<file path="src/rtl/cp0_exc_ctrl.sv">
// CP0 exception/interrupt controller: SR, Cause, EPC, PRId, redirect request and ERET return address.
// Optional BadVAddr register (reg 8) enabled by defining CP0_BADVADDR_EN.
module cp0_exc_ctrl #(
    parameter logic [31:0] PRID  = 32'h0000_2019,
    parameter int          EXC_W = 5
) (
    input  logic             clk,
    input  logic             reset,
    input  logic [31:0]      pc_m,
    input  logic             bd_m,
    input  logic [EXC_W-1:0] exc_code,
    input  logic [5:0]       hw_int,
    input  logic             we,
    input  logic [4:0]       addr,
    input  logic [31:0]      wdata,
    output logic [31:0]      rdata,
    input  logic             eret,
    input  logic [31:0]      bad_addr,
    output logic             handle,
    output logic [31:0]      epc_out
);

    logic [5:0]       sr_im;
    logic             sr_exl;
    logic             sr_ie;
    logic             cause_bd;
    logic [5:0]       cause_ip;
    logic [EXC_W-1:0] cause_exc;
    logic [31:0]      epc;
    logic [31:0]      epc_next;
    logic [31:0]      sr_val;
    logic [31:0]      cause_val;
    logic [31:0]      badvaddr_val;
    logic             int_req;
    logic             exc_req;

    assign int_req = (|(cause_ip & sr_im)) & sr_ie & ~sr_exl;
    assign exc_req = (exc_code != '0) & ~sr_exl;
    // Gated by reset so no redirect is requested while the controller is held in reset.
    assign handle  = reset & (int_req | exc_req);
    assign epc_out = epc;

    always_comb begin
        epc_next = bd_m ? (pc_m - 32'd4) : pc_m;
        epc_next[1:0] = 2'b00;
    end

    always_ff @(posedge clk or negedge reset) begin
        if (!reset) begin
            sr_im     <= '0;
            sr_exl    <= 1'b0;
            sr_ie     <= 1'b0;
            cause_bd  <= 1'b0;
            cause_ip  <= '0;
            cause_exc <= '0;
            epc       <= '0;
        end else begin
            cause_ip <= hw_int;
            if (handle) begin
                sr_exl    <= 1'b1;
                cause_exc <= int_req ? '0 : exc_code;
                cause_bd  <= bd_m;
                epc       <= epc_next;
            end else begin
                if (we && addr == 5'd12) begin
                    sr_im  <= wdata[15:10];
                    sr_exl <= wdata[1];
                    sr_ie  <= wdata[0];
                end
                if (we && addr == 5'd14)
                    epc <= wdata;
                // ERET clears EXL after any same-cycle SR write.
                if (eret)
                    sr_exl <= 1'b0;
            end
        end
    end

`ifdef CP0_BADVADDR_EN
    logic [31:0] badvaddr;

    always_ff @(posedge clk or negedge reset) begin
        if (!reset)
            badvaddr <= '0;
        else if (handle && !int_req && (exc_code == EXC_W'(4) || exc_code == EXC_W'(5)))
            badvaddr <= bad_addr;
    end

    assign badvaddr_val = badvaddr;
`else
    logic unused_bad_addr;

    assign unused_bad_addr = ^bad_addr;
    assign badvaddr_val    = '0;
`endif

    always_comb begin
        sr_val         = '0;
        sr_val[15:10]  = sr_im;
        sr_val[1]      = sr_exl;
        sr_val[0]      = sr_ie;
        cause_val      = '0;
        cause_val[31]  = cause_bd;
        cause_val[15:10] = cause_ip;
        cause_val[2 +: EXC_W] = cause_exc;
    end

    always_comb begin
        case (addr)
            5'd8:    rdata = badvaddr_val;
            5'd12:   rdata = sr_val;
            5'd13:   rdata = cause_val;
            5'd14:   rdata = epc;
            5'd15:   rdata = PRID;
            default: rdata = '0;
        endcase
    end

endmodule

</file>
<file path="config.mk">
export PLATFORM = sky130hd
export DESIGN_NAME = cp0_exc_ctrl
export DESIGN_NICKNAME = d
export VERILOG_FILES = /design/src/rtl/cp0_exc_ctrl.sv
export SDC_FILE = /design/constraint.sdc
export NUM_CORES = 1
export LEC_CHECK = 0
export ABC_AREA = 1
export CORE_MARGIN = 2
export CORE_UTILIZATION = 45
export DETAILED_ROUTE_END_ITERATION = 8
export PLACE_DENSITY = 0.88
export REMOVE_ABC_BUFFERS = 1
export SETUP_SLACK_MARGIN = 0.1
export SLEW_MARGIN = 20
export SYNTH_ARGS = -nofsm -noshare
export SYNTH_HDL_FRONTEND = slang
export SYNTH_SLANG_ARGS = --single-unit
export TNS_END_PERCENT = 50
</file>
<file path="constraint.sdc">
create_clock -name clk -period 2.3 [get_ports clk]
set_input_delay 0.345 -clock clk [delete_from_list [all_inputs] [get_ports clk]]
set_output_delay 0.345 -clock clk [all_outputs]
set_load 0.02 [all_outputs]
</file>
**Word level (Yosys, flattened, before mapping)**

Cells that the tools add are included.

- Register bits: 52
- Output and inout port bits: 65
- Word-level logic and storage cells: 35

- Bitwise gates (word level): 8
- Reduce and logical (&&, ||, !) cells: 7
- Eq/ne operators: 4
- $add $sub $neg: 1
- Mux-type cells: 8

Operators with widths:

| cell | count |
|---|---|
| $pmux 32 s4 | 1 |
| $mux 32 | 3 |
| $sub 32x3->32 const B | 1 |
| $eq 5x4->1 const B | 4 |
| $and 6x6->6 | 1 |
| $reduce_or 6->1 | 1 |
| $mux 5 | 1 |
| $reduce_bool 5->1 | 1 |
| $and 1x1->1 | 4 |
| $mux 1 | 3 |
| $reduce_bool 3->1 | 1 |
| $logic_and 1x1->1 | 2 |
| $not 1->1 | 2 |
| $reduce_and 2->1 | 1 |
| $reduce_bool 2->1 | 1 |
| $or 1x1->1 | 1 |

**Longest topological paths before layout**

Gate-level depths: netlist (run 1).

- Depth in word-level cells: 8
- Mapped depth: 12
- Gate-level depth less buffers: 12

**Worst setup path before layout (run 1)**

Ideal clock, no wire load.

- Kind: input to output
- From: input port addr[3]
- To: output port rdata[14]
- Cell stages on the path: 5
- Slack: 0.716 ns
- Data arrival time: 1.239 ns
- Path buffers: 1
- Path through: nand2_1 > nor2_2 > nand2_2 > clkbuf_1 > o211ai_1

- Longest elaborated chain between the ends: 2
- Elaborated cells on any way between the ends: 5
- Those cells by class: eq/ne: 4; mux: 1

RTL lines:

| item | line | RTL |
|---|---|---|
| from (decl) | 14 | `input logic [4:0] addr,` |
| $eq 5x4->1 | 109 | `case (addr)` |
| $pmux 32 s4 * | 109 |  |
| to (decl) | 16 | `output logic [31:0] rdata,` |

Every way passes the cells marked *; elsewhere a longest branch is shown, timed or not.

**Worst setup path after layout (run 1)**

- From: input port addr[3]
- To: output port rdata[24]

Same word-level chain as after synthesis.

==> results of run 1 <==
==> per-stage QoR <==
stage               total power, W  TNS, ps  hold WS, ps  area, µm²  std cells
finish                     0.00298        0          153       5300        827
global route               0.00316        0          230       5300        827
CTS                        0.00300        0          178       5360        827
detailed placement         0.00246    -4260          492       5300        819
global placement           0.00242    -3290          474       5300        819
floorplan                  0.00181        0         49.4       3590        552
==> layout by cell type (no fill, tap or decap), drive strengths merged, types with 2 or more instances in the layout <==
master         instances
a21oi                  3
buf                   18
clkbuf                18
clkdlybuf4s50        113
clkinv                 2
dfrtp                 52
dlygate4sd2           17
inv                   83
nand2                192
nand3                 50
nand3b                 2
nand4                 11
nor2                  80
nor3                   3
o211ai                 5
o21ai                 50
o21bai                 3
xnor2                  2
xor2                  11
==> power by group <==
group / switching, W / internal (W)
Clock: 0.000324 / 0.000217
Sequential: 0.000143 / 0.00110
Combinational: 0.000650 / 0.000542
Total: 0.00112 / 0.00186
==> metal layers <==
| layer | global-route usage, % | vias up | wire [µm] |
|---|---|---|---|
| li1 | - | 2078 | - |
| met1 | 33.5 | 1899 | 5070 |
| met2 | 47.8 | 148 | 5930 |
| met3 | 3.99 | 17 | 693 |
| met4 | 7.85 | 0 | 193 |
| met5 | 0 | - | 0 |
==> sequential cells by signal, indices dropped and copies added (netlist names) <==
register and flops:
sr_im 6, cause_exc 5, cause_bd 1, epc_out 32, sr_exl 1, cause_ip 6
sr_ie 1
==> kinds of logic after synthesis <==
| logic type | count (synthesis) |
|---|---|
| adders and majority gates | 1 |
| AOI/OAI and AO/OA | 64 |
| xor gates and xnor gates | 13 |
| and+or+nand+nor | 339 |
| DFF | 52 |
| buffers and inverters | 99 |
==> worst reg2reg max path: cells and delay by family (launching register included) <==
family        cells  cell delay (ps)
simple gates     10             1050
flops             1              420
buf+inv           1              340
==> what timing repair did <==
item,CTS,global route
endpoints found under the setup margin,32,32
pin swaps,0,0
setup buffers,0,0
gates resized for setup,38,32
==> cell type report <==
class	instances	area share (%)
clock buffers	5	1.30
clock inverters	3	0.401
inverters	83	5.95
multi-input cells	417	37.3
flip-flops and latches	52	24.6
well taps	105	2.48
repair buffers	162	28.0
==> path summary, 6_finish.rpt <==
check / from / endpoint / depth (start not counted)
setup / recovery: addr[3] / rdata[24] / 7
hold / removal: reset / cause_exc[1] / 2
setup reg to reg: sr_im[1] / epc_out[15] / 11
hold reg to reg: epc_out[22] / epc_out[22] / 2
max in group asynchronous: reset / epc_out[15] / 2
min in group clk: hw_int[4] / cause_ip[4] / 1
==> impl_results.md, run 1 <==
* Status: complete, no violations
* Final setup viols at 0
* Nets at 839
* Final WS setup at 140 ps
* TritonCTS Buffers at 5
* Rows at 33
* GRT Total Usage at 26.8%
* CP startpoint kind: primary input
* Avg WL per Cell at 14.4 µm
* Min Tclk post-route at 2160 ps
* DP Worst Slack at -206 ps
* Routability cong. at 0.935
* Critical path fanouts, max at 20
* Final Max Slew Viols at 0
* Initial core utilization at 45.8%
* HP Class: primary input to async pin
* Slew headroom at 55.4%
* Unrepaired setup endpoints after global routing: true
* Mapped Area at 3710 µm²
* Clock Latency Late Sink at 310 ps
* Yosys cell types at 33
* Post-route DRC at 0
* Most common cell in the netlist: nand2_1
* Core footprint at 8090 µm²
* Max cap viols at 0
* Crit path required time at 1960 ps
* CTS clk-pin slew, worst paths at 100 ps
* Die Ht at 94.8 µm
* Die width at 94.8 µm
* Post-synthesis async set-or-reset flop share at 100%
* Layout Skew at 12.7 ps
* I/O pin cnt at 182
* Area grow syn2layout at 43.0%
* Clk sinks at 52
* ANT nets after route at 0
* Compound-Gate Fraction of Synth Area at 9.72%
* R2r setup slk at 440 ps
* Number of synthesized flops with an enable pin at 0
* DR vias at 4142
* Synth area leader: dfrtp_1
* Top_reg_cell synth: dfrtp_1
* Synth top cells by count: 180 x nand2_1, 78 x inv_1, 68 x nor2_1
* Leak Pwr at 2.70 nW
* Fmax at 463 MHz
* Post-DR vias/cell at 5.01
* Ranking of synthesized cells by area: dfrtp_1 35%, nand2_1 18%, inv_1 7.9%
* Number of global-route vias before repair at 4000
* Initial DRC Count at 180
* Slowest CP cell: clkdlybuf4s50_1
* CP peak stage delay at 450 ps
* TritonCTS clock tree: built
* Final Hold Fails at 0
* Die Area at 8980 µm²
* Adder-cell share of the synthesized area at 0.337%
* Crit path buffers/inverters at 3
* Share of cells above drive strength 1 at 9.83%
* Slew @ Worst Pin at 669 ps
* Arr. time, crit path at 1810 ps
* Dpl hpwl at 9.39 mm
* Clock Tree Buf Depth at 2
* Grt total ovfl at 0
* Area occupied by multi-input gates at 1980 µm²
* Largest net degree at the start of global routing at 53
* Root Driver: clkbuf_8
* # H-tree levels at 2
* Antenna violations before repair at 0
* CP endpoint kind: primary output
* Post-synthesis mux area share at 0%
* Synth top area share at 35.1%
* First-pass GRT wire length at 18.9 mm
* Mapped Cells at 568
* Syn_area_per_cell at 6.53 µm²
* TritonRoute pass-1 iters at 5
* Simple-Gate Fraction of Synth Area at 40.2%
* PortBufs at 147
* Pwr/cell area at 562 nW/µm²
* Fillers at 756
* Reg area at 1300 µm²
* Post-Route Utilization at 65.5%
* XOR/XNOR Fraction of Synth Area at 3.07%
* Seq/Total Area, Yosys at 35.1%
* Largest family of logic cells by synthesized area: simple AND/OR/NAND/NOR gates
* VDD IR max at 0.449 mV
* Crit Path Category: primary input to primary output
* Total wire length at 11.9 mm
* Delay-heaviest family, CP: buffers and inverters
* # diodes at 0
* Worst-path cell chain: clkdlybuf4s50_1 -> nand2_1 -> nor2_2 -> nand2_2 -> buf_4 -> nor2_1 -> dlygate4sd2_1
* Seq cells post-synth at 52
* Cts hold-fix bufs at 0
* Yosys warning total at 0
* Fraction of the cycle the final worst path needs at 93.9%
No activity file was read; power rests on OpenSTA's default activity.
==> run 2: changes to the inputs <==
Settings changed: CTS_CLUSTER_SIZE set to 24.
Clock period 2.3 ns to 2.7 ns, I/O delays scaled along.
==> run 2 against run 1 <==
  * Register-to-register slack better by 400 ps
  * Highest routed layer unchanged
  * Sequential power fell by 15%
  * Wire length increased by 0.72%
  * Global-route usage down 0.19 points
  * Power shrank 15%
  * Critical endpoint is now rdata[3]
  * Hold slack improved by 87 ps
==> impl_results.md, run 2 (same netlist as run 1, synthesis figures left out) <==
* Cell mode on critical path: clkdlybuf4s50_1
* Setup TNS Final at 0 ps (unchanged)
* TritonRoute pass-1 iters at 5 (unchanged)
* TritonCTS Buffers at 5 (unchanged)
* Routability cong. at 0.878 (was 0.935)
* Crit path buffers/inverters at 4 (was 3)
* Rows at 33 (unchanged)
* ANT nets after route at 0 (unchanged)
* Leak Pwr at 2.83 nW (was 2.70 nW)
* Worst path depth at 7 (unchanged)
* Die width at 94.8 µm (unchanged)
* Nets at 834 (was 839)
* Fraction of the cycle the final worst path needs at 95.8%
* Worst-path cell chain: clkdlybuf4s50_1 -> inv_1 -> nor2_1 -> nand2_1 -> buf_4 -> o211ai_1 -> clkdlybuf4s50_1 (was clkdlybuf4s50_1 -> nand2_1 -> nor2_2 -> nand2_2 -> buf_4 -> nor2_1 -> dlygate4sd2_1)
* Routed wl met3 at 681 µm (was 693 µm)
* Final Max Slew Viols at 0 (unchanged)
* Core footprint at 8090 µm² (unchanged)
* Final WS setup at 113 ps (was 140 ps)
* Critical R2R Launch: sr_im[3] (was sr_im[1])
* Clock Tree Buf Depth at 2 (unchanged)
* PortBufs at 147 (unchanged)
* Initial core utilization at 45.8% (unchanged)
* R2r setup slk at 840 ps (was 440 ps)
* Share of cells above drive strength 1 at 7.11% (was 9.83%)
* Slew @ Worst Pin at 669 ps (about the same)
* Die Area at 8980 µm² (unchanged)
* Grt total ovfl at 0 (unchanged)
* Number of global-route vias before repair at 3955 (was 4000)
* Reg2Reg Depth at 11 (unchanged)
* Met1 Wirelength at 5.10 mm (was 5.07 mm)
* Critical Path End: rdata[3] (was rdata[24])
* Total Power at 0.00254 W (was 0.00298 W)
* Largest register FFs at 32 (unchanged)
* Fmax at 387 MHz
* Largest net degree at the start of global routing at 53 (unchanged)
* Arr. time, crit path at 2180 ps (was 1810 ps)
* Crit path required time at 2300 ps (was 1960 ps)
* Unrepaired setup endpoints after global routing: true (unchanged)
* TritonCTS clock tree: built (unchanged)
* Max cap viols at 0 (unchanged)
* Clk sinks at 52 (unchanged)
* # diodes at 0 (unchanged)
* Root Driver: clkbuf_8 (unchanged)
* CP endpoint kind: primary output (unchanged)
* # H-tree levels at 2 (unchanged)
* Slew headroom at 55.4% (about the same)
* Area grow syn2layout at 45.5% (was 43.0%)
* WL met2 at 6.10 mm (was 5.93 mm)
* Commonest non-fill, non-tap cells in the layout: 180 x nand2_1, 130 x clkdlybuf4s50_1, 77 x inv_1, 68 x nor2_1, 52 x dfrtp_1 (was 180 x nand2_1, 113 x clkdlybuf4s50_1, 77 x inv_1, 68 x nor2_1, 52 x dfrtp_1)
* CP startpoint kind: primary input (unchanged)
* Initial DRC Count at 237 (was 180)
* Slowest CP cell: clkdlybuf4s50_1 (unchanged)
* CTS clk-pin slew, worst paths at 100 ps (about the same)
* Dpl hpwl at 9.46 mm (was 9.39 mm)
* I/O pin cnt at 182 (unchanged)
* Pwr/cell area at 472 nW/µm² (was 562 nW/µm²)
* VDD IR max at 0.319 mV (was 0.449 mV)
* Top layer reached by signal wires: met4 (unchanged)
* Final setup viols at 0 (unchanged)
* Delay-heaviest family, CP: buffers and inverters (unchanged)
* Post-DR vias/cell at 5.00 (was 5.01)
* First-pass GRT wire length at 18.8 mm (was 18.9 mm)
* Crit Path Category: primary input to primary output (unchanged)
* Antenna violations before repair at 0 (unchanged)
* Crit path launch: addr[0] (was addr[3])
* Post-route DRC at 0 (unchanged)
* Die Ht at 94.8 µm (unchanged)
* Status: complete, no violations (unchanged)
* Critical path fanouts, max at 5 (was 20)
* FF-to-FF End: epc_out[19] (was epc_out[15])
* Min Tclk post-route at 2590 ps
* Layout Skew at 6.27 ps (was 12.7 ps)
* Avg WL per Cell at 14.6 µm (was 14.4 µm)
* DP Worst Slack at 14.5 ps (was -206 ps)
* Clock Latency Late Sink at 310 ps (about the same)
* CP peak stage delay at 640 ps (was 450 ps)
* Total wire length at 12.0 mm (was 11.9 mm)
* Final Hold Fails at 0 (unchanged)
* GRT Total Usage at 26.6% (was 26.8%)
* HP Class: primary input to async pin (unchanged)
* DR vias at 4113 (was 4142)
* Commonest non-fill, non-tap cell in the layout: nand2_1 (unchanged)
## run 2: cell types whose count changed in the layout (fill, tap and decap cells not counted), moves of 2 or more
cell,before,now
clkbuf_2,13,0
dlymetal6s2s_1,1,14
buf_2,3,1
clkdlybuf4s50_1,113,130
buf_4,15,10
dlygate4sd2_1,17,2
## run 2: power by group
part,internal [W],total (W),switching [W],leakage [nW]
registers,0.000939,0.00106,0.000121,0.624
clock network,0.000191,0.000472,0.000281,0.0463
logic,0.000464,0.00101,0.000549,2.16
total,0.00159,0.00254,0.000951,2.83
## run 2: repair_timing
item | 4_1_cts | 5_1_grt
setup buffers | 0 | 0
hold buffers | 0 | 0
cloned | 0 | 0
resized for setup | 3 | 15
endpoints found under the setup margin | 11 | 30
## run 2: area by class of cell
cell class,count,area (µm²)
clock inverters,3,27.5
inverters,83,314
multi-input cells,417,1980
fillers,681,2700
flip-flops and latches,52,1300
repair buffers,157,1570
well taps,105,131
clock buffers,5,68.8
## run 2: per-layer routing
metal	vias up	GRT usage, %
met5	-	0
met4	0	4.83
met1	1888	34.6
li1	2070	-
met3	10	3.03
met2	145	48.0
## run 2: worst register-to-register path: cells and delay by family (launching register included)
kind	cells	cell delay, ps
buffers and inverters	1	310
flip-flops	1	420
AND/OR/NAND/NOR	10	1080
## run 2: worst min path at each step
stage,to,cells past startpoint,start,slack (ps)
6_report,cause_exc[3],2,reset,240
4_1_cts,epc_out[28],2,reset,260
3_5_place_dp,cause_bd,2,cause_bd,490
5_1_grt,cause_exc[0],2,reset,290
3_3_place_gp,cause_bd,2,cause_bd,480
2_1_floorplan,cause_bd,0,reset,110
## run 2: metrics by stage
step           instances  utilization (%)  hold slack, ps  instance area, µm²
6_report             822             66.7             240                5390
3_3_place_gp         814             65.0             478                5260
5_1_grt              822             66.7             291                5390
4_1_cts              822             66.2             257                5360
2_1_floorplan        552                -             109                3590
3_5_place_dp         814             65.0             485                5260
==> run 3: changes to the inputs <==
Settings changed: CORE_UTILIZATION 45 to 41, PLACE_DENSITY 0.88 to 0.81.
Clock period 2.7 ns to 2.4 ns, I/O delays scaled along.
==> run 3 against run 2 <==
  * First-iteration DRC count grew 1.7%
  * Critical endpoint is now rdata[11]
  * Die area is 9.3% higher
  * Via count up 0.92%
  * Critical path type unchanged
  * Final cell count increased by 1.1%
  * Clock skew increased by 5.2 ps
==> impl_results.md, run 3 (same netlist as run 1, synthesis figures left out) <==
* Psw at 0.00105 W (was 0.000951 W)
* Core footprint at 8760 µm² (was 8090 µm²)
* DP Worst Slack at -123 ps (was 14.5 ps)
* TritonRoute pass-1 iters at 5 (unchanged)
* Initial core utilization at 42.3% (was 45.8%)
* Area grow syn2layout at 44.8% (was 45.5%)
* Die width at 99.1 µm (was 94.8 µm)
* Dpl hpwl at 9.33 mm (was 9.46 mm)
* Slowest CP cell: clkdlybuf4s50_1 (unchanged)
* # diodes at 0 (unchanged)
* Sw Ratio at 36.6% (was 37.4%)
* Min Tclk post-route at 2220 ps
* First-pass GRT wire length at 18.9 mm (was 18.8 mm)
* Die Ht at 99.1 µm (was 94.8 µm)
* Crit path buffers/inverters at 3 (was 4)
* Reg power frac at 41.8% (was 41.7%)
* Post-Place Cell Area at 5310 µm² (was 5260 µm²)
* Status: complete, no violations (unchanged)
* Arr. time, crit path at 1860 ps (was 2180 ps)
* PortBufs at 147 (unchanged)
* TritonCTS Buffers at 5 (unchanged)
* ANT nets after route at 0 (unchanged)
* Final hold slack at 193 ps (was 240 ps)
* Total wire length at 11.8 mm (was 12.0 mm)
* HP Class: primary input to async pin (unchanged)
* Avg WL per Cell at 14.2 µm (was 14.6 µm)
* Final Max Slew Viols at 0 (unchanged)
* Fin area at 5370 µm² (was 5390 µm²)
* Crit Path Category: primary input to primary output (unchanged)
* Die Area at 9820 µm² (was 8980 µm²)
* Root Driver: clkbuf_8 (unchanged)
* Critical path fanouts, max at 11 (was 5)
* CP endpoint kind: primary output (unchanged)
* Total Power at 0.00286 W (was 0.00254 W)
* Commonest non-fill, non-tap cell in the layout: nand2_1 (unchanged)
* Crit path required time at 2040 ps (was 2300 ps)
* Post-route DRC at 0 (unchanged)
* Largest register FFs at 32 (unchanged)
* Slew @ Worst Pin at 667 ps (was 669 ps)
* CP peak stage delay at 460 ps (was 640 ps)
* Gate power share at 39.7% (was 39.8%)
* GRT Total Usage at 23.7% (was 26.6%)
* Slew headroom at 55.5% (was 55.4%)
* Antenna violations before repair at 0 (unchanged)
* VDD IR max at 0.251 mV (was 0.319 mV)
* Routability cong. at 0.889 (was 0.878)
* Nets at 840 (was 834)
* Pwr/cell area at 533 nW/µm² (was 472 nW/µm²)
* Max cap viols at 0 (unchanged)
* Fraction of the cycle the final worst path needs at 92.4%
* Final setup viols at 0 (unchanged)
* Post-Route Utilization at 61.3% (was 66.7%)
* Rows at 34 (was 33)
* Leak Pwr at 2.75 nW (was 2.83 nW)
* Clock Latency Late Sink at 310 ps (about the same)
* Initial DRC Count at 241 (was 237)
* Final Hold Fails at 0 (unchanged)
* Internal Power at 0.00181 W (was 0.00159 W)
* Final WS setup at 181 ps (was 113 ps)
* # H-tree levels at 2 (unchanged)
* Number of global-route vias before repair at 4034 (was 3955)
* Commonest non-fill, non-tap cells in the layout: 180 x nand2_1, 113 x clkdlybuf4s50_1, 78 x inv_1, 68 x nor2_1, 52 x dfrtp_1 (was 180 x nand2_1, 130 x clkdlybuf4s50_1, 77 x inv_1, 68 x nor2_1, 52 x dfrtp_1)
* CTS clk-pin slew, worst paths at 100 ps (about the same)
* Cts hold-fix bufs at 0 (unchanged)
* DR vias at 4151 (was 4113)
* Largest net degree at the start of global routing at 53 (unchanged)
* Clock Tree Buf Depth at 2 (unchanged)
* Delay-heaviest family, CP: buffers and inverters (unchanged)
* Post-DR vias/cell at 5.00 (about the same)
* Layout Skew at 11.5 ps (was 6.27 ps)
* Clk sinks at 52 (unchanged)
* I/O pin cnt at 182 (unchanged)
* Clock Power Share at 18.6% (was 18.5%)
* TritonCTS clock tree: built (unchanged)
* CP startpoint kind: primary input (unchanged)
* Unrepaired setup endpoints after global routing: true (unchanged)
* Grt total ovfl at 0 (unchanged)
* Share of cells above drive strength 1 at 7.75% (was 7.11%)
* Post-CTS Setup Bufs at 0 (unchanged)
* Worst-path cell chain: clkdlybuf4s50_1 -> nand2_1 -> nor2_2 -> nand2_2 -> buf_4 -> o211ai_1 -> dlygate4sd2_1 (was clkdlybuf4s50_1 -> inv_1 -> nor2_1 -> nand2_1 -> buf_4 -> o211ai_1 -> clkdlybuf4s50_1)
* Fmax at 451 MHz
## run 3: cell types whose count changed in the layout (fill, tap and decap cells not counted), sizes merged
cell,change
clkinv,-2
clkdlybuf4s50,-17
clkbuf,+3
dlygate4sd2,+29
dlymetal6s2s,-13
buf,+6
## run 3: layer usage
| metal | wire, µm | share of wire (%) | GRT usage, % | vias up |
|---|---|---|---|---|
| met5 | 0 | 0 | 0 | - |
| met4 | 249 | 2.1 | 8.43 | 0 |
| met3 | 923 | 7.8 | 3.58 | 19 |
| met2 | 5450 | 46 | 39.0 | 175 |
| met1 | 5200 | 44 | 31.9 | 1874 |
| li1 | - | - | - | 2083 |
## run 3: power groups by stage
stage,registers [W],logic [W],clock network [W]
2_1_floorplan,0.00134,0.000393,0
3_3_place_gp,0.00120,0.00112,0
3_5_place_dp,0.00121,0.00115,0
4_1_cts,0.00119,0.00114,0.000549
5_1_grt,0.00122,0.00124,0.000581
6_report,0.00119,0.00113,0.000531
## run 3: layout make-up
class                      instances  area [µm²]
clock inverter                     1        7.51
inverter                          83         315
clock buffer                       7        86.3
multi-input combinational        417        1980
timing repair buffer             163        1550
sequential                        52        1300
tap                              108         135
fill                             830        3400
## run 3: worst reg2reg max path: stages (launching register included)
cell and delay, ps:
dfrtp_1 410, nand2_1 70, nand2_1 50, nor2_1 120, nand2_1 110, nand2_4 120, nand2_2 80, nand2_4 90
buf_4 260, nand2_2 220, nand2_1 130, o21ai_1 70
## run 3: metrics by stage
| step | cells | TNS (ps) |
|---|---|---|
| finish | 831 | 0 |
| detailed placement | 823 | -1340 |
| CTS | 831 | 0 |
| floorplan | 552 | 0 |
| global route | 831 | 0 |
| global placement | 823 | -824 |
## run 3: worst paths after layout
check | start | end | slack, ps | cells past startpoint
max reg2reg | sr_im[0] | sr_im[0] | 540 | 11
min reg2reg | epc_out[24] | epc_out[24] | 520 | 2
min | reset | cause_exc[4] | 190 | 2
max in group asynchronous | reset | epc_out[17] | 1760 | 2
max | addr[3] | rdata[11] | 180 | 7
min in group clk | hw_int[5] | cause_ip[5] | 510 | 1
## run 3: timing repair
item,4_1_cts,5_1_grt
setup endpoints to repair,32,4
hold endpoints to repair,0,0
resized for setup,33,3
==> RTL edit 1, RTL diff (flow settings as in run 3) <==
Change the parameter `EXC_W` from 5 to 10.
--- a/src/rtl/cp0_exc_ctrl.sv
+++ b/src/rtl/cp0_exc_ctrl.sv
@@ -2,7 +2,7 @@
 // Optional BadVAddr register (reg 8) enabled by defining CP0_BADVADDR_EN.
 module cp0_exc_ctrl #(
     parameter logic [31:0] PRID  = 32'h0000_2019,
-    parameter int          EXC_W = 5
+    parameter int          EXC_W = 10
 ) (
     input  logic             clk,
     input  logic             reset,
Interface: changed (resized exc_code); port bits go from 182 to 187. The function was not compared with the original's and may differ.
==> RTL edit 1 against run 3 <==
Largest power group unchanged. Via count grew 3.2%. Setup slack lost 78 ps. Non-clock buffer count grew 2. Clock skew shrank 0.93 ps. First-iteration DRC count shrank 12%. Synthesized area grew 5.4%. Sequential cell count grew 5. Global-route usage grew 1.0 points. Routed wire length grew 7.8%. Sequential share of layout area grew 0.68 points. Final area grew 6.6%. Highest routed layer unchanged. Power grew 18%.
==> RTL edit 1: results (changes against run 3) <==
===============================================================================================
GPL Wtd Cong                                                                              0.853   -4.1%
Cells after synthesis                                                                       586   +3.2%
FFs w/ async S/R, synth                                                                    100%   unchanged
Logic depth of the worst register-to-register path                                           12   +1
H-tree level count                                                                            3   +1
Number of placed instances, taps included                                                   859   +4.4%
CP Data Arrival Time                                                                    1940 ps   +80 ps
P_seq                                                                                   1290 µW   +8%
Drt first pass iters                                                                          5   unchanged
Total inserted antenna cells                                                                  0   unchanged
Cell class contributing the biggest share of worst-path delay                      buffers and inverters
Detail Placement HPWL                                                                   10.1 mm   +7.8%
Global-route wire length before repair                                                  19.9 mm   +5.4%
Sum of overflow across all layers after global routing                                        0   unchanged
Final routed wire length divided by cell count                                          14.6 µm   +2.4%
Class of the worst hold path                                                           in2async
Pin count of the biggest net entering global routing                                         58   +9.4%
Cts bufs inserted                                                                             9   +4
DRC violation total after the first TritonRoute iteration                                   211   -12%
Yosys warning total                                                                           0   unchanged
Critical Path Slowest Stage Cell                                                   clkdlybuf4s50_1
Worst flop-to-flop path endpoint                                                     epc_out[8]
Total area of multi-input combinational cells                                          2050 µm²   +3.6%
Post-detailed-placement cell area                                                      5590 µm²   +5.1%
Largest buffer count on any clock path                                                        2   unchanged
Reg-to-reg critical path startpoint                                                    sr_im[5]
Number of enable flip-flop cells after synthesis                                              0   unchanged
Insertion delay to the later sink of the worst-skew pair                                 340 ps   +30 ps
Sequential area share after synthesis                                                     36.5%   +1.4 points
Register-to-register setup slack                                                         570 ps   +30 ps
Status                                                                             finished clean
Clock input transition at the sequential cells of the worst setup and hold paths          80 ps   -20 ps
Maximum vdd ir drop                                                                      326 µV   +30%
Most frequent cells after synthesis                                                196 x nand2_1, 76 x inv_1, 67 x nor2_1
Number of antenna violations at the first check in global routing                             0   unchanged
Switching share of power                                                                  34.7%   -1.9 points
Area contributors post-synth                                                       dfrtp_1 37%, nand2_1 19%, inv_1 7.3%
Global-route total usage across every layer                                               24.7%   +1.0 points
Worst clock skew on the final layout                                                    10.6 ps   -0.929 ps
Actual slew at the worst max-slew pin                                                    738 ps   +71.0 ps
Static leakage power                                                                 0.00286 µW   +4.0%
Distinct cells, synth                                                                        39   +18%
Via count of the first global-routing pass                                                 4035   +0.025%
Ratio of routed vias to standard cells                                                     4.90   -2.0%
Clock tree root driver cell                                                            clkbuf_8
Clock power frac                                                                          27.9%   +9.3 points
Total vias in the final route                                                              4285   +3.2%
Worst hold slack after final layout                                                      230 ps   +37.5 ps
Worst stage delay on the critical path                                                   560 ps   +100 ps
Count of buffers from port buffering                                                        152   +3.4%
Fill count                                                                                  865   +4.2%
Maximum net fanout on the critical path                                                       2   -9
Layout cells sized above 1                                                                9.12%   +1.4 points
Max reg flops                                                                                32   unchanged
===============================================================================================
-- RTL edit 1: routing by layer --
metal  wire length [µm]  global-route usage [%]
met4                184                    5.93
met3                681                    4.49
met2               6250                    42.3
met1               5630                    32.5
met5                  0                       0
-- RTL edit 1: metrics by stage --
stage / total power, µW / worst slack (ps) / TNS, ps
after floorplan: 1830 / 209 / 0
after global placement: 2420 / -165 / -2170
after detailed placement: 2460 / -225 / -2910
after CTS: 3390 / 76.5 / 0
after global routing: 3550 / 21.5 / 0
final: 3380 / 104 / 0
-- RTL edit 1: worst reg2reg max path: cells and delay by family (launching register included) --
kind	cells	cell delay, ps
AND/OR/NAND/NOR	10	940
flip-flops	1	400
buffers and inverters	2	380
-- RTL edit 1: how the worst max path moves through the flow --
stage / start / end / slack [ps]
3_5_place_dp: addr[2] / rdata[6] / -220
2_1_floorplan: sr_im[5] / epc_out[29] / 210
4_1_cts: addr[2] / rdata[6] / 80
5_1_grt: addr[3] / rdata[10] / 20
6_report: exc_code[5] / handle / 100
3_3_place_gp: addr[3] / rdata[4] / -160
-- RTL edit 1: cell families after synthesis --
group                      after synthesis  synth area share [%]
AOI/OAI and AO/OA                       71                  9.86
xor gates and xnor gates                19                  4.26
adders and majority gates                1                 0.320
buffers and inverters                  103                  11.3
DFF                                     57                  36.5
and+or+nand+nor                        335                  37.8
-- RTL edit 1: area by class of cell --
type                    count  share of cell area, %
repair buffers            165                   27.5
flip-flops and latches     57                   24.9
inverters                  82                   5.42
clock buffers              11                   2.65
well taps                 129                   2.82
clock inverters             5                  0.940
multi-input cells         426                   35.8
-- RTL edit 1: what timing repair did --
action / in CTS / in global routing
resized for setup: 39 / 17
setup endpoints to repair: 32 / 17
hold buffers: 0 / 0
buffers inserted: 0 / 0
==> RTL edit 2, RTL diff (config.mk and constraints of run 3) <==
Without the edit above. Add an input register stage for `wdata`; this delays it by one clock. The other inputs are not delayed to match.
--- a/src/rtl/cp0_exc_ctrl.sv
+++ b/src/rtl/cp0_exc_ctrl.sv
@@ -19,6 +19,12 @@
     output logic             handle,
     output logic [31:0]      epc_out
 );
+
+    logic [31:0] wdata_q;
+
+    always_ff @(posedge clk) begin
+        wdata_q <= wdata;
+    end
 
     logic [5:0]       sr_im;
     logic             sr_exl;
@@ -63,12 +69,12 @@
                 epc       <= epc_next;
             end else begin
                 if (we && addr == 5'd12) begin
-                    sr_im  <= wdata[15:10];
-                    sr_exl <= wdata[1];
-                    sr_ie  <= wdata[0];
+                    sr_im  <= wdata_q[15:10];
+                    sr_exl <= wdata_q[1];
+                    sr_ie  <= wdata_q[0];
                 end
                 if (we && addr == 5'd14)
-                    epc <= wdata;
+                    epc <= wdata_q;
                 // ERET clears EXL after any same-cycle SR write.
                 if (eret)
                     sr_exl <= 1'b0;
Check against the original RTL: not equivalent (a bounded check fails within 4 cycles, from zero or initial values and one cycle with reset low).
==> RTL edit 2 against run 3 <==
Setup slack better by 13 ps. Sequential share of layout area up 7.1 points. Power up 41%. Clock skew up 2.3 ps. Routed wire length up 7.8%. Via count up 2.2%. Sequential cell count up 32. Combinational power about the same. Synthesized area up 18%. Worst hold slack worse by 23 ps. Final area up 15%. Critical path type unchanged. Critical endpoint is now rdata[15]. Largest cell class unchanged.
==> RTL edit 2: results (changes against run 3) <==
===============================================================================================
Distinct cells, synth                                                                        39   +18%
Final-stage net count                                                                       861   +2.5%
Cts bufs inserted                                                                             9   +4
Static leakage power                                                                 0.00301 µW   +9.5%
Detail Placement HPWL                                                                   9.90 mm   +6.1%
GPL Wtd Cong                                                                              0.882   -0.76%
Via count of the first global-routing pass                                                 4261   +5.6%
Pin count of the biggest net entering global routing                                         53   unchanged
Resized Gates After CTS                                                                      34   +3.0%
Clock tree root driver cell                                                            clkbuf_8
Actual slew at the worst max-slew pin                                                    683 ps   +15.7 ps
Fill count                                                                                  944   +14%
Met1 Wirelength                                                                         5.46 mm   +5.0%
H-tree level count                                                                            3   +1
Worst stage delay on the critical path                                                   490 ps   +30 ps
Met3 WL post-DR                                                                          795 µm   -14%
Bufs and invs on worst path                                                                   4   +1
CP Data Arrival Time                                                                    1850 ps
Sequential area share after synthesis                                                     44.3%   +9.2 points
Largest buffer count on any clock path                                                        2   unchanged
Post-synthesis average cell area                                                       7.48 µm²   +15%
Worst clock skew on the final layout                                                    13.9 ps   +2.34 ps
Number of placed instances, taps included                                                   868   +5.5%
Switching share of power                                                                  31.7%   -5.0 points
WL final                                                                                12.7 mm   +7.8%
Post-CTS setup-driven buffer insertion count                                                  0   unchanged
Total inserted antenna cells                                                                  0   unchanged
Maximum net fanout on the critical path                                                       5   -6
Clock input transition at the sequential cells of the worst setup and hold paths          90 ps
DRC violation total after the first TritonRoute iteration                                   164   -32%
Setup-failing EPs final                                                                       0   unchanged
Global-route wire length before repair                                                  20.6 mm   +8.9%
Post-detailed-placement cell area                                                      6020 µm²   +13%
FFs w/ async S/R, synth                                                                   61.9%   -38 points
Critical Path Slowest Stage Cell                                                   clkdlybuf4s50_1
Most frequent cells after synthesis                                                195 x nand2_1, 69 x nor2_1, 66 x inv_1
Area contributors post-synth                                                       dfrtp_1 30%, nand2_1 17%, dfxtp_1 15%
Total vias in the final route                                                              4241   +2.2%
Length of routed met2 wiring                                                            6.25 mm   +15%
Ratio of routed vias to standard cells                                                     4.80   -4.0%
Layout cells sized above 1                                                                9.63%   +1.9 points
Class of the worst hold path                                                           in2async
Most repeated cell in the gate-level netlist after synthesis                            nand2_1
Number of antenna violations at the first check in global routing                             0   unchanged
Yosys warning total                                                                           0   unchanged
Maximum vdd ir drop                                                                      342 µV   +36%
Count of buffers from port buffering                                                        147   unchanged
Status                                                                             finished clean
Global-route total usage across every layer                                               22.9%   -0.77 points
Drt first pass iters                                                                          5   unchanged
Highest signal layer in the routed design                                                  met4
Cell class contributing the biggest share of worst-path delay                      buffers and inverters
Insertion delay to the later sink of the worst-skew pair                                 370 ps   +60 ps
Cts-stage hold buffer count                                                                   0   unchanged
===============================================================================================
## RTL edit 2: cell type report
type / count / area, µm² / area share [%]
repair buffers: 161 / 1540 / 24.9
multi-input cells: 415 / 2050 / 33.1
well taps: 136 / 170 / 2.75
inverters: 72 / 274 / 4.43
clock buffers: 12 / 145 / 2.34
clock inverters: 4 / 72.6 / 1.17
flip-flops and latches: 84 / 1940 / 31.4
## RTL edit 2: cell families after synthesis
logic type,count (synthesis),share of synthesized area (%)
AND/OR/NAND/NOR,342,35.7
AO/OA/AOI/OAI,60,8.27
adder cells (fa/ha/maj),1,0.285
XOR/XNOR,12,2.40
flip-flops,84,44.3
buffers and inverters,88,9.10
## RTL edit 2: worst paths after layout
path,start,endpoint,slack (ps),depth (start not counted)
hold / removal,reset,epc_out[17],170,2
max in group asynchronous,reset,cause_ip[1],1760,2
setup / recovery,addr[1],rdata[15],190,7
hold reg to reg,wdata_q[13],sr_im[3],470,2
setup reg to reg,sr_im[2],epc_out[7],670,12
min in group clk,wdata[27],wdata_q[27],420,1
## RTL edit 2: metrics by stage
step           setup WS [ps]  setup TNS, ps  total power, µW
6_report                 194              0             4020
5_1_grt                 61.6              0             4230
4_1_cts                -75.7          -75.7             4050
3_5_place_dp            -209          -2110             2940
3_3_place_gp            -170          -1440             2910
2_1_floorplan            670              0             2330
## RTL edit 2: power groups by stage
| stage | sequential (µW) | combinational [µW] | clock, µW |
|---|---|---|---|
| after global placement | 1790 | 1130 | 0 |
| after CTS | 1770 | 1140 | 1140 |
| after global routing | 1800 | 1240 | 1190 |
| final | 1770 | 1130 | 1120 |
| after detailed placement | 1790 | 1150 | 0 |
| after floorplan | 1920 | 410 | 0 |
## RTL edit 2: worst reg2reg max path, cell delays in order, from the launching register on
cell     delay, ps
dfrtp_1        410
nand2_1         80
nand2_1         60
nor2_2         110
nand2_2         70
nand2_4        110
nand2_4         80
nand2_8        180
nand2_8        110
inv_4          230
nand2_2         80
nand2_1         70
inv_1           40
## RTL edit 2: routing by layer
metal  vias up  GRT usage, %
met4         0          8.06
met3        17          4.30
met5         -             0
li1       2136             -
met2       146          41.0
met1      1942          27.6
